[config.mk]
export PLATFORM = sky130hd
export DESIGN_NAME = mult_iter_unit_flat
export DESIGN_NICKNAME = d
export VERILOG_FILES = /design/src/rtl/mult_pkg.sv /design/src/rtl/mult_iter_unit_if.sv /design/src/rtl/booth_r4_sel.sv /design/src/rtl/fifo.sv /design/src/rtl/mult_iter_unit.sv /design/src/flat_wrapper.sv
export SDC_FILE = /design/constraint.sdc
export NUM_CORES = 1
export LEC_CHECK = 0
export ABC_AREA = 1
export CORE_ASPECT_RATIO = 0.8
export CORE_MARGIN = 2
export CORE_UTILIZATION = 61
export DETAILED_ROUTE_END_ITERATION = 7
export PLACE_DENSITY = 0.81
export RECOVER_POWER = 100
export SETUP_SLACK_MARGIN = 0.4
export SYNTH_ARGS = -nofsm -noshare
export SYNTH_HDL_FRONTEND = slang
export SYNTH_SLANG_ARGS = --single-unit
[constraint.sdc]
create_clock -name clk -period 3.62 [get_ports clk]
set_input_delay 0.724 -clock clk [delete_from_list [all_inputs] [get_ports clk]]
set_output_delay 0.724 -clock clk [all_outputs]
set_load 0.03 [all_outputs]
[src/rtl/mult_pkg.sv]
// Shared types and constants for the iterative radix-4 Booth multiplier.
package mult_pkg;

  typedef enum logic [1:0] {
    MULT_MUL    = 2'b00,
    MULT_MULH   = 2'b01,
    MULT_MULHSU = 2'b10,
    MULT_MULHU  = 2'b11
  } mult_cmd_t;

  typedef enum logic [1:0] {
    ST_IDLE = 2'b00,
    ST_CALC = 2'b01,
    ST_DONE = 2'b10
  } mult_state_t;

  // Booth groups {b[2i+1], b[2i], b[2i-1]} and the multiple of op1 they select.
  localparam logic [2:0] BOOTH_ZERO_A = 3'b000;
  localparam logic [2:0] BOOTH_POS1_A = 3'b001;
  localparam logic [2:0] BOOTH_POS1_B = 3'b010;
  localparam logic [2:0] BOOTH_POS2   = 3'b011;
  localparam logic [2:0] BOOTH_NEG2   = 3'b100;
  localparam logic [2:0] BOOTH_NEG1_A = 3'b101;
  localparam logic [2:0] BOOTH_NEG1_B = 3'b110;
  localparam logic [2:0] BOOTH_ZERO_B = 3'b111;

endpackage

[src/rtl/mult_iter_unit_if.sv]
// Decode-side operand handshake and write-back result port of the multiplier.
interface mult_iter_unit_if #(
  parameter int XLEN = 32
);
  logic [XLEN-1:0] OP1_SE;
  logic [XLEN-1:0] OP2_SE;
  logic [1:0]      MULT_CMD_RD;
  logic            DEC2MUL_EMPTY_SD;
  logic            MUL_POP_SM;
  logic            FLUSH_SM;
  logic            MUL2WB_POP_SW;
  logic            MUL2WB_EMPTY_SM;
  logic [XLEN-1:0] RES_RM;
  logic            BUSY_SM;

  modport master (
    output OP1_SE, OP2_SE, MULT_CMD_RD, DEC2MUL_EMPTY_SD, FLUSH_SM, MUL2WB_POP_SW,
    input  MUL_POP_SM, MUL2WB_EMPTY_SM, RES_RM, BUSY_SM
  );

  modport slave (
    input  OP1_SE, OP2_SE, MULT_CMD_RD, DEC2MUL_EMPTY_SD, FLUSH_SM, MUL2WB_POP_SW,
    output MUL_POP_SM, MUL2WB_EMPTY_SM, RES_RM, BUSY_SM
  );
endinterface

[src/rtl/booth_r4_sel.sv]
// Radix-4 Booth partial-product select; op1 arrives pre-shifted, so the result wraps at W bits.
module booth_r4_sel
  import mult_pkg::*;
#(
  parameter int W = 68
) (
  input  logic [2:0]   grp,
  input  logic [W-1:0] op1,
  output logic [W-1:0] pp
);

  // Pick 0, +-op1 or +-2*op1 from the three-bit Booth group.
  always_comb begin
    pp = {W{1'b0}};
    case (grp)
      BOOTH_ZERO_A, BOOTH_ZERO_B: pp = {W{1'b0}};
      BOOTH_POS1_A, BOOTH_POS1_B: pp = op1;
      BOOTH_POS2:                 pp = op1 << 1;
      BOOTH_NEG2:                 pp = -(op1 << 1);
      BOOTH_NEG1_A, BOOTH_NEG1_B: pp = -op1;
      default:                    pp = {W{1'b0}};
    endcase
  end

endmodule

[src/rtl/fifo.sv]
// Synchronous FIFO with registered head data and registered empty/full flags.
module fifo #(
  parameter int WIDTH = 32,
  parameter int DEPTH = 2
) (
  input  logic             clk,
  input  logic             reset,
  input  logic             flush,
  input  logic             push,
  input  logic [WIDTH-1:0] push_data,
  input  logic             pop,
  output logic [WIDTH-1:0] head,
  output logic             empty,
  output logic             full
);
  localparam int PW = (DEPTH > 1) ? $clog2(DEPTH) : 1;
  localparam int CW = $clog2(DEPTH + 1);
  localparam logic [CW-1:0] CNT_MAX = CW'(DEPTH);
  localparam logic [PW-1:0] PTR_MAX = PW'(DEPTH - 1);

  logic [WIDTH-1:0] mem_r [DEPTH];
  logic [PW-1:0]    rd_ptr_r, wr_ptr_r;
  logic [CW-1:0]    count_r, count_next_s;
  logic [WIDTH-1:0] head_r, head_next_s;
  logic             empty_r, full_r, pop_eff_s, push_eff_s;

  function automatic logic [PW-1:0] ptr_inc(input logic [PW-1:0] p);
    if (p == PTR_MAX) return {PW{1'b0}};
    else return p + PW'(1);
  endfunction

  assign pop_eff_s  = pop && !flush && (count_r != {CW{1'b0}});
  assign push_eff_s = push && !flush && ((count_r != CNT_MAX) || pop_eff_s);

  // Occupancy and next head value; a push into an emptying queue goes straight to the head.
  always_comb begin
    count_next_s = count_r;
    head_next_s  = head_r;
    case ({push_eff_s, pop_eff_s})
      2'b10:   count_next_s = count_r + CW'(1);
      2'b01:   count_next_s = count_r - CW'(1);
      default: count_next_s = count_r;
    endcase
    if (pop_eff_s && (count_r > CW'(1))) begin
      head_next_s = mem_r[ptr_inc(rd_ptr_r)];
    end else if (push_eff_s && ((count_r == {CW{1'b0}}) || (pop_eff_s && (count_r == CW'(1))))) begin
      head_next_s = push_data;
    end else begin
      head_next_s = head_r;
    end
  end

  // Pointers, count, head register and flags.
  always_ff @(posedge clk) begin
    if (reset || flush) begin
      rd_ptr_r <= {PW{1'b0}};
      wr_ptr_r <= {PW{1'b0}};
      count_r  <= {CW{1'b0}};
      head_r   <= {WIDTH{1'b0}};
      empty_r  <= 1'b1;
      full_r   <= 1'b0;
    end else begin
      if (pop_eff_s)  rd_ptr_r <= ptr_inc(rd_ptr_r);
      if (push_eff_s) wr_ptr_r <= ptr_inc(wr_ptr_r);
      count_r <= count_next_s;
      head_r  <= head_next_s;
      empty_r <= (count_next_s == {CW{1'b0}});
      full_r  <= (count_next_s == CNT_MAX);
    end
  end

  // Storage array.
  always_ff @(posedge clk) begin
    if (push_eff_s) mem_r[wr_ptr_r] <= push_data;
  end

  assign head  = head_r;
  assign empty = empty_r;
  assign full  = full_r;

endmodule

[src/rtl/mult_iter_unit.sv]
// Iterative radix-4 Booth multiplier (MUL/MULH/MULHSU/MULHU) feeding a write-back result FIFO.
// Define MULT_EARLY_OUT_EN to finish as soon as the remaining multiplier groups contribute nothing.
module mult_iter_unit
  import mult_pkg::*;
#(
  parameter int XLEN       = 32,
  parameter int FIFO_DEPTH = 2
) (
  input  logic            clk,
  input  logic            reset,
  mult_iter_unit_if.slave bus
);
  localparam int EXT_W = XLEN + 2;
  localparam int ACC_W = 2 * XLEN + 4;
  localparam int N_IT  = XLEN / 2 + 1;
  localparam int CNT_W = $clog2(N_IT);

  mult_state_t      state_r, state_next_s;
  mult_cmd_t        cmd_r;
  logic [ACC_W-1:0] acc_r, mcand_r, pp_s;
  logic [EXT_W-1:0] mplier_r, mplier_next_s;
  logic             prev_r;
  logic [CNT_W-1:0] cnt_r;
  logic             pop_s, push_s, last_s, op1_sgn_s, op2_sgn_s;
  logic             fifo_full_s, fifo_empty_s, unused_acc_s;
  logic [XLEN-1:0]  res_s, fifo_head_s;

  assign pop_s     = !bus.DEC2MUL_EMPTY_SD && !bus.FLUSH_SM && (state_r == ST_IDLE);
  assign op1_sgn_s = ((bus.MULT_CMD_RD == MULT_MULH) || (bus.MULT_CMD_RD == MULT_MULHSU))
                     && bus.OP1_SE[XLEN-1];
  assign op2_sgn_s = (bus.MULT_CMD_RD == MULT_MULH) && bus.OP2_SE[XLEN-1];

  // Multiplier shifts right two bits per step; its bit 1 becomes the next group's low bit.
  assign mplier_next_s = {{2{mplier_r[EXT_W-1]}}, mplier_r[EXT_W-1:2]};

`ifdef MULT_EARLY_OUT_EN
  assign last_s = (cnt_r == CNT_W'(N_IT - 1)) || (mplier_next_s == {EXT_W{mplier_r[1]}});
`else
  assign last_s = (cnt_r == CNT_W'(N_IT - 1));
`endif

  booth_r4_sel #(.W(ACC_W)) u_booth (
    .grp ({mplier_r[1:0], prev_r}),
    .op1 (mcand_r),
    .pp  (pp_s)
  );

  // Operand capture and one Booth step per CALC cycle; held in DONE.
  always_ff @(posedge clk) begin
    if (reset) begin
      cmd_r    <= MULT_MUL;
      acc_r    <= {ACC_W{1'b0}};
      mcand_r  <= {ACC_W{1'b0}};
      mplier_r <= {EXT_W{1'b0}};
      prev_r   <= 1'b0;
      cnt_r    <= {CNT_W{1'b0}};
    end else if (pop_s) begin
      cmd_r    <= mult_cmd_t'(bus.MULT_CMD_RD);
      acc_r    <= {ACC_W{1'b0}};
      mcand_r  <= {{(ACC_W - XLEN){op1_sgn_s}}, bus.OP1_SE};
      mplier_r <= {{2{op2_sgn_s}}, bus.OP2_SE};
      prev_r   <= 1'b0;
      cnt_r    <= {CNT_W{1'b0}};
    end else if (state_r == ST_CALC) begin
      acc_r    <= acc_r + pp_s;
      mcand_r  <= mcand_r << 2;
      mplier_r <= mplier_next_s;
      prev_r   <= mplier_r[1];
      cnt_r    <= cnt_r + CNT_W'(1);
    end
  end

  // State register.
  always_ff @(posedge clk) begin
    if (reset) state_r <= ST_IDLE;
    else       state_r <= state_next_s;
  end

  // Next-state logic; flush overrides everything.
  always_comb begin
    state_next_s = state_r;
    if (bus.FLUSH_SM) begin
      state_next_s = ST_IDLE;
    end else begin
      case (state_r)
        ST_IDLE: state_next_s = pop_s ? ST_CALC : ST_IDLE;
        ST_CALC: state_next_s = last_s ? ST_DONE : ST_CALC;
        ST_DONE: state_next_s = fifo_full_s ? ST_DONE : ST_IDLE;
        default: state_next_s = ST_IDLE;
      endcase
    end
  end

  assign res_s        = (cmd_r == MULT_MUL) ? acc_r[XLEN-1:0] : acc_r[2*XLEN-1:XLEN];
  assign unused_acc_s = ^acc_r[ACC_W-1:2*XLEN];
  assign push_s       = (state_r == ST_DONE) && !fifo_full_s && !bus.FLUSH_SM;

  fifo #(.WIDTH(XLEN), .DEPTH(FIFO_DEPTH)) u_out_fifo (
    .clk       (clk),
    .reset     (reset),
    .flush     (bus.FLUSH_SM),
    .push      (push_s),
    .push_data (res_s),
    .pop       (bus.MUL2WB_POP_SW),
    .head      (fifo_head_s),
    .empty     (fifo_empty_s),
    .full      (fifo_full_s)
  );

  assign bus.MUL_POP_SM      = pop_s;
  assign bus.MUL2WB_EMPTY_SM = fifo_empty_s;
  assign bus.RES_RM          = fifo_head_s;
  assign bus.BUSY_SM         = (state_r != ST_IDLE);

endmodule
[src/flat_wrapper.sv]
// flat-port wrapper written by rule: the top's interface ports become plain ports
module mult_iter_unit_flat import mult_pkg::*;
#(
  parameter int XLEN       = 32,
  parameter int FIFO_DEPTH = 2
)
  (clk, reset, bus_OP1_SE, bus_OP2_SE, bus_MULT_CMD_RD, bus_DEC2MUL_EMPTY_SD, bus_FLUSH_SM, bus_MUL2WB_POP_SW, bus_MUL_POP_SM, bus_MUL2WB_EMPTY_SM, bus_RES_RM, bus_BUSY_SM);
  mult_iter_unit_if #(.XLEN(XLEN)) bus_i ();
  input  logic clk;
  input  logic reset;
  input wire logic [$bits(bus_i.OP1_SE)-1:0] bus_OP1_SE;
  input wire logic [$bits(bus_i.OP2_SE)-1:0] bus_OP2_SE;
  input wire logic [$bits(bus_i.MULT_CMD_RD)-1:0] bus_MULT_CMD_RD;
  input wire logic [$bits(bus_i.DEC2MUL_EMPTY_SD)-1:0] bus_DEC2MUL_EMPTY_SD;
  input wire logic [$bits(bus_i.FLUSH_SM)-1:0] bus_FLUSH_SM;
  input wire logic [$bits(bus_i.MUL2WB_POP_SW)-1:0] bus_MUL2WB_POP_SW;
  output wire logic [$bits(bus_i.MUL_POP_SM)-1:0] bus_MUL_POP_SM;
  output wire logic [$bits(bus_i.MUL2WB_EMPTY_SM)-1:0] bus_MUL2WB_EMPTY_SM;
  output wire logic [$bits(bus_i.RES_RM)-1:0] bus_RES_RM;
  output wire logic [$bits(bus_i.BUSY_SM)-1:0] bus_BUSY_SM;
  assign bus_i.OP1_SE = bus_OP1_SE;
  assign bus_i.OP2_SE = bus_OP2_SE;
  assign bus_i.MULT_CMD_RD = bus_MULT_CMD_RD;
  assign bus_i.DEC2MUL_EMPTY_SD = bus_DEC2MUL_EMPTY_SD;
  assign bus_i.FLUSH_SM = bus_FLUSH_SM;
  assign bus_i.MUL2WB_POP_SW = bus_MUL2WB_POP_SW;
  assign bus_MUL_POP_SM = bus_i.MUL_POP_SM;
  assign bus_MUL2WB_EMPTY_SM = bus_i.MUL2WB_EMPTY_SM;
  assign bus_RES_RM = bus_i.RES_RM;
  assign bus_BUSY_SM = bus_i.BUSY_SM;
  mult_iter_unit #(.XLEN(XLEN), .FIFO_DEPTH(FIFO_DEPTH)) u_core (.clk(clk), .reset(reset), .bus(bus_i));
endmodule
==> results.ini, run 1 <==
[clock_network]
clk_path_buf_depth = 3
cts_sinks = 274
htree_levels = 1
ctsRootBufferMaster = clkbuf_16
postCtsHoldBufs = 0
cts_inserted_buffers = 28

[die]
fp.dieW_microns = 202
ios = 106
fp.dieH_microns = 163
start_util_pct = 61.6
num_rows = 58

[yosys]
synth_top_area_share_pct = 21.9
avgSynthCellArea_sq_um = 6.54
synth_nets = 3081
synth-seq-cells = 274
syn_inst = 2939
synth_area_sq_um = 19200
synth_top_cell_by_area = dfxtp_1
synth-main-ff-cell = dfxtp_1
seq_area_frac_synth_pct = 31.9
ys_async_sr_fraction_pct = 0
synth_cell_type_count = 55
synth-edff-count = 64
ys_warn_count = 0
synth.top_cells.by_area = dfxtp_1 (22%), nand2_1 (14%), edfxtp_1 (10%)

[place]
dp_hpwl_mm = 56.9
gp_congestion = 1.11
post_dp_cell_area_sq_um = 23400
place_ws_ns = -0.475
port_buffers = 105

[global_route]
grt_remaining_overflow = 195
groute.usage.overall_pct = 82.5
grt_start_max_net_pins = 111

[timing]
worst_endpoint = u_core.acc_r[50]$_SDFFE_PP0P_/D
worst_endpoint_kind = sequential cell input

[run_status]
haltStage = global routing (5_1_grt)
stop_error = [ERROR GRT-0232] Routing congestion too high. Check the congestion heatmap in the GUI.
status = aborted with a tool error

synth_stat cells (34+ instances only):
master	number
a21oi_1	152
a221oi_1	68
a31oi_1	47
clkbuf_1	97
dfxtp_1	210
edfxtp_1	64
ha_1	70
inv_1	389
nand2_1	715
nand3_1	170
nand4_1	34
nor2_1	415
o21ai_0	189
xor2_1	60
cell families after synthesis:
logic type	Yosys count	share of synthesized area, %
adder cells (fa/ha/maj)	71	4.66
multiplexers	2	0.104
flip-flops	274	31.9
buffers and inverters	518	10.4
AND/OR/NAND/NOR	1427	31.4
XOR/XNOR	70	3.19
AO/OA/AOI/OAI	577	18.4
through the flow:
step / instances / hold WS [ns]
3_5_place_dp: 3738 / 0.471
2_1_floorplan: 2939 / 0.450
3_3_place_gp: 3738 / 0.460
4_1_cts: 3843 / 0.483
layer usage:
metal / GRT overflow / global-route usage, %
met4: 86 / 84.7
met1: 3 / 82.5
met5: 2 / 47.9
met2: 97 / 96.4
met3: 7 / 68.2
repair_timing:
item / in CTS
buffers inserted: 53
gates cloned: 0
setup endpoints to repair: 53
pin swaps: 180
gates resized for setup: 479
==> run 2, diff against run 1 <==
- CORE_ASPECT_RATIO: 0.8 -> unset
- CORE_UTILIZATION: 61 -> 40
- PLACE_DENSITY: 0.81 -> unset
- PLACE_DENSITY_LB_ADDON: unset -> 0.15
- SETUP_SLACK_MARGIN: 0.4 -> unset
==> run 2 against run 1 <==
  * The flow now finishes, with violations (negative setup slack)
  * Synthesized cell count did not move
  * Area after synthesis did not move
==> results.ini, run 2 <==
[clock_network]
cts_sinks = 274  ; unchanged
clk_path_buf_depth = 3  ; unchanged
postCtsHoldBufs = 0  ; unchanged
cts_tree = done
htree_levels = 2  ; was 1
ctsRootBufferMaster = clkbuf_16  ; unchanged
worstSkewPairLatency_ns = 0.57
cts_inserted_buffers = 34  ; was 28
path_clk_slew_ns = 0.06

[die]
fp.coreArea_sq_um = 47500
fp.dieW_microns = 223  ; was 202 microns
num_rows = 80  ; was 58
dieArea_sq_um = 49800
ios = 106  ; unchanged
fp.dieH_microns = 223  ; was 163 microns
start_util_pct = 40.4  ; was 61.6%

[yosys]
synth_top_area_share_pct = 21.9  ; unchanged
synth-seq-cells = 274  ; unchanged
synth_nets = 3081  ; unchanged
syn_inst = 2939  ; unchanged
ys_warn_count = 0  ; unchanged
avgSynthCellArea_sq_um = 6.54  ; unchanged
ys_async_sr_fraction_pct = 0  ; unchanged
synth_commonest_cells = nand2_1 (715), nor2_1 (415), inv_1 (389)  ; unchanged
synth-main-ff-cell = dfxtp_1  ; unchanged
synth-edff-count = 64  ; unchanged
synth_area_sq_um = 19200  ; unchanged
synth.top_cells.by_area = dfxtp_1 (22%), nand2_1 (14%), edfxtp_1 (10%)  ; unchanged
synth_top_cell_by_area = dfxtp_1  ; unchanged
seq_area_frac_synth_pct = 31.9  ; unchanged
yosys.cell_count.top_type = nand2_1  ; unchanged
synth_cell_type_count = 55  ; unchanged

[timing]
grt_setup_unrepaired = yes
fmaxAchievable_mhz = 264
slew_violations = 0
setup_slack_ns = -0.162
max_slew_margin_pct = 27.4
worst_pin_slew_ns = 1.08
period_needed_ns = 3.78
setup_violations = 21
skew_ns = 0.0273
finalHoldViolations = 0
post-route-period-util_pct = 104

[global_route]
grt_pass1_vias = 21100
grt_antenna_before_repair = 0
groute.usage.overall_pct = 30.4
grt_pass1_wl_mm = 118
grt_start_max_net_pins = 100
grt_remaining_overflow = 0

[cells_and_area]
drive_gt1_share_pct = 33.7
num_antenna_cells = 0
fin_util_pct = 60.3
layout_commonest_cell = nand2_1
fin_area_sq_um = 28700
reg_top3 = u_core.acc_r x64, u_core.mcand_r x64, u_core.u_out_fifo.mem_r x64
area_growth_syn_to_layout_pct = 49.3
nets = 3629
final_cell_mix = nand2_1 (612), buf_4 (474), inv_1 (340), nor2_1 (282), dfxtp_1 (199)

[hold_path]
holdPathStages = 2
hold_class = register to register
hold_start = u_core.mplier_r[4]

[drt]
vias = 22300
post-route-drc-count = 0
wire_per_inst_microns = 19.3
dr.pass1.iters = 7
viasPerCell = 5.42
wl_mm = 79.5
ant_nets = 0
initialDrtViolationCount = 1749

[worst_setup_path]
critPathArrivalTime_ns = 4.24
worstSetupStartpoint = u_core.mcand_r[11]
worst_setup_path_end_kind = register
worst-endpoint-required_ns = 4.08
path_max_fanout = 6
worstReg2RegStart = u_core.mcand_r[11]
critPathCapture = u_core.acc_r[58]
worstSetupStartpointType = register
worst-r2r-cell-count = 24
timing.rr.end = u_core.acc_r[58]
r2r_slack_ns = -0.16
worstSetupPathType = register to register

[place]
dp_hpwl_mm = 58.7  ; was 56.9 mm
gp_congestion = 0.991  ; was 1.11
port_buffers = 105  ; unchanged
post_dp_cell_area_sq_um = 24100  ; was 23400 sq um
place_ws_ns = -0.445  ; was -0.475 ns

[pwr]
power.static_leakage_nw = 12.2
max-vdd-ir-drop_uv = 302
power.density_nw_per_um2 = 315
power_mw = 9.04

[run_status]
violations = negative setup slack
status = finished, violations left  ; was aborted with a tool error

[run]
maxCapViolCount = 0

## run 2: cell counts after synthesis
Identical to the previous run, type by type.
## run 2: final cells by class
type	count	area (sq um)
Clock buffer	40	873
Clock inverter	18	206
Fill cell	4368	18900
Inverter	398	1510
Multi-Input combinational cell	2147	14000
Sequential cell	274	6140
Tap cell	615	769
Timing Repair Buffer	632	5200
## run 2: per-stage QoR
stage	instances	setup TNS [ns]	hold WS, ns
global route	4124	-7.35	0.501
CTS	4088	-0.668	0.478
detailed placement	3993	-12.76	0.469
global placement	3993	-11.64	0.464
finish	4124	-1.55	0.475
floorplan	2939	0	0.450
## run 2: power breakdown
group          total [mW]  internal [mW]  switching, mW  leakage [nW]
logic                2.29           1.00           1.29          9.37
clock network        3.44           1.96           1.48         0.529
registers            3.31           3.21         0.0926          2.34
total                9.04           6.18           2.86          12.2
## run 2: cells by family after synthesis
logic type | share of synthesized area, %
AO/OA/AOI/OAI | 18.4
XOR/XNOR | 3.19
adder cells (fa/ha/maj) | 4.66
buffers and inverters | 10.4
flip-flops | 31.9
multiplexers | 0.104
AND/OR/NAND/NOR | 31.4
## run 2: worst min path at each step
stage	endpoint
floorplan	u_core.prev_r
global placement	u_core.mplier_r[28]
detailed placement	u_core.mplier_r[7]
CTS	u_core.mplier_r[7]
global route	u_core.mplier_r[4]
finish	u_core.mplier_r[4]
## run 2: critical path: stages (launching register included)
cell and delay (ns):
dfxtp_2 0.35, nor2_2 0.15, nand2_2 0.08, nor2_4 0.18, nand2_8 0.09, nor2_8 0.14
nand4_4 0.14, nor2_4 0.17, nand2_4 0.12, nor2_8 0.18, nand3_2 0.10, nand3_2 0.07
nand4_1 0.30, ha_4 0.37, inv_1 0.08, o21ai_1 0.12, o21bai_2 0.26, a21boi_1 0.21
o21ai_2 0.10, a21oi_4 0.15, nand2_2 0.07, nand2_2 0.06, nand3_2 0.07, nand2_1 0.08
inv_1 0.03
## run 2: per-layer routing
layer / part of all wire, % / track usage, % / up-vias
li1: - / - / 10800
met1: 44 / 40.5 / 10600
met2: 46 / 50.2 / 752
met3: 5.7 / 3.48 / 162
met4: 4.7 / 12.3 / 0
met5: 0 / 0 / -
## run 2: timing repair
item / 4_1_cts / 5_1_grt
setup buffers: 37 / 37
endpoints found under the setup margin: 48 / 50
pin swaps: 83 / 232
gates resized for setup: 240 / 561
No activity file was read; power rests on OpenSTA's default activity.
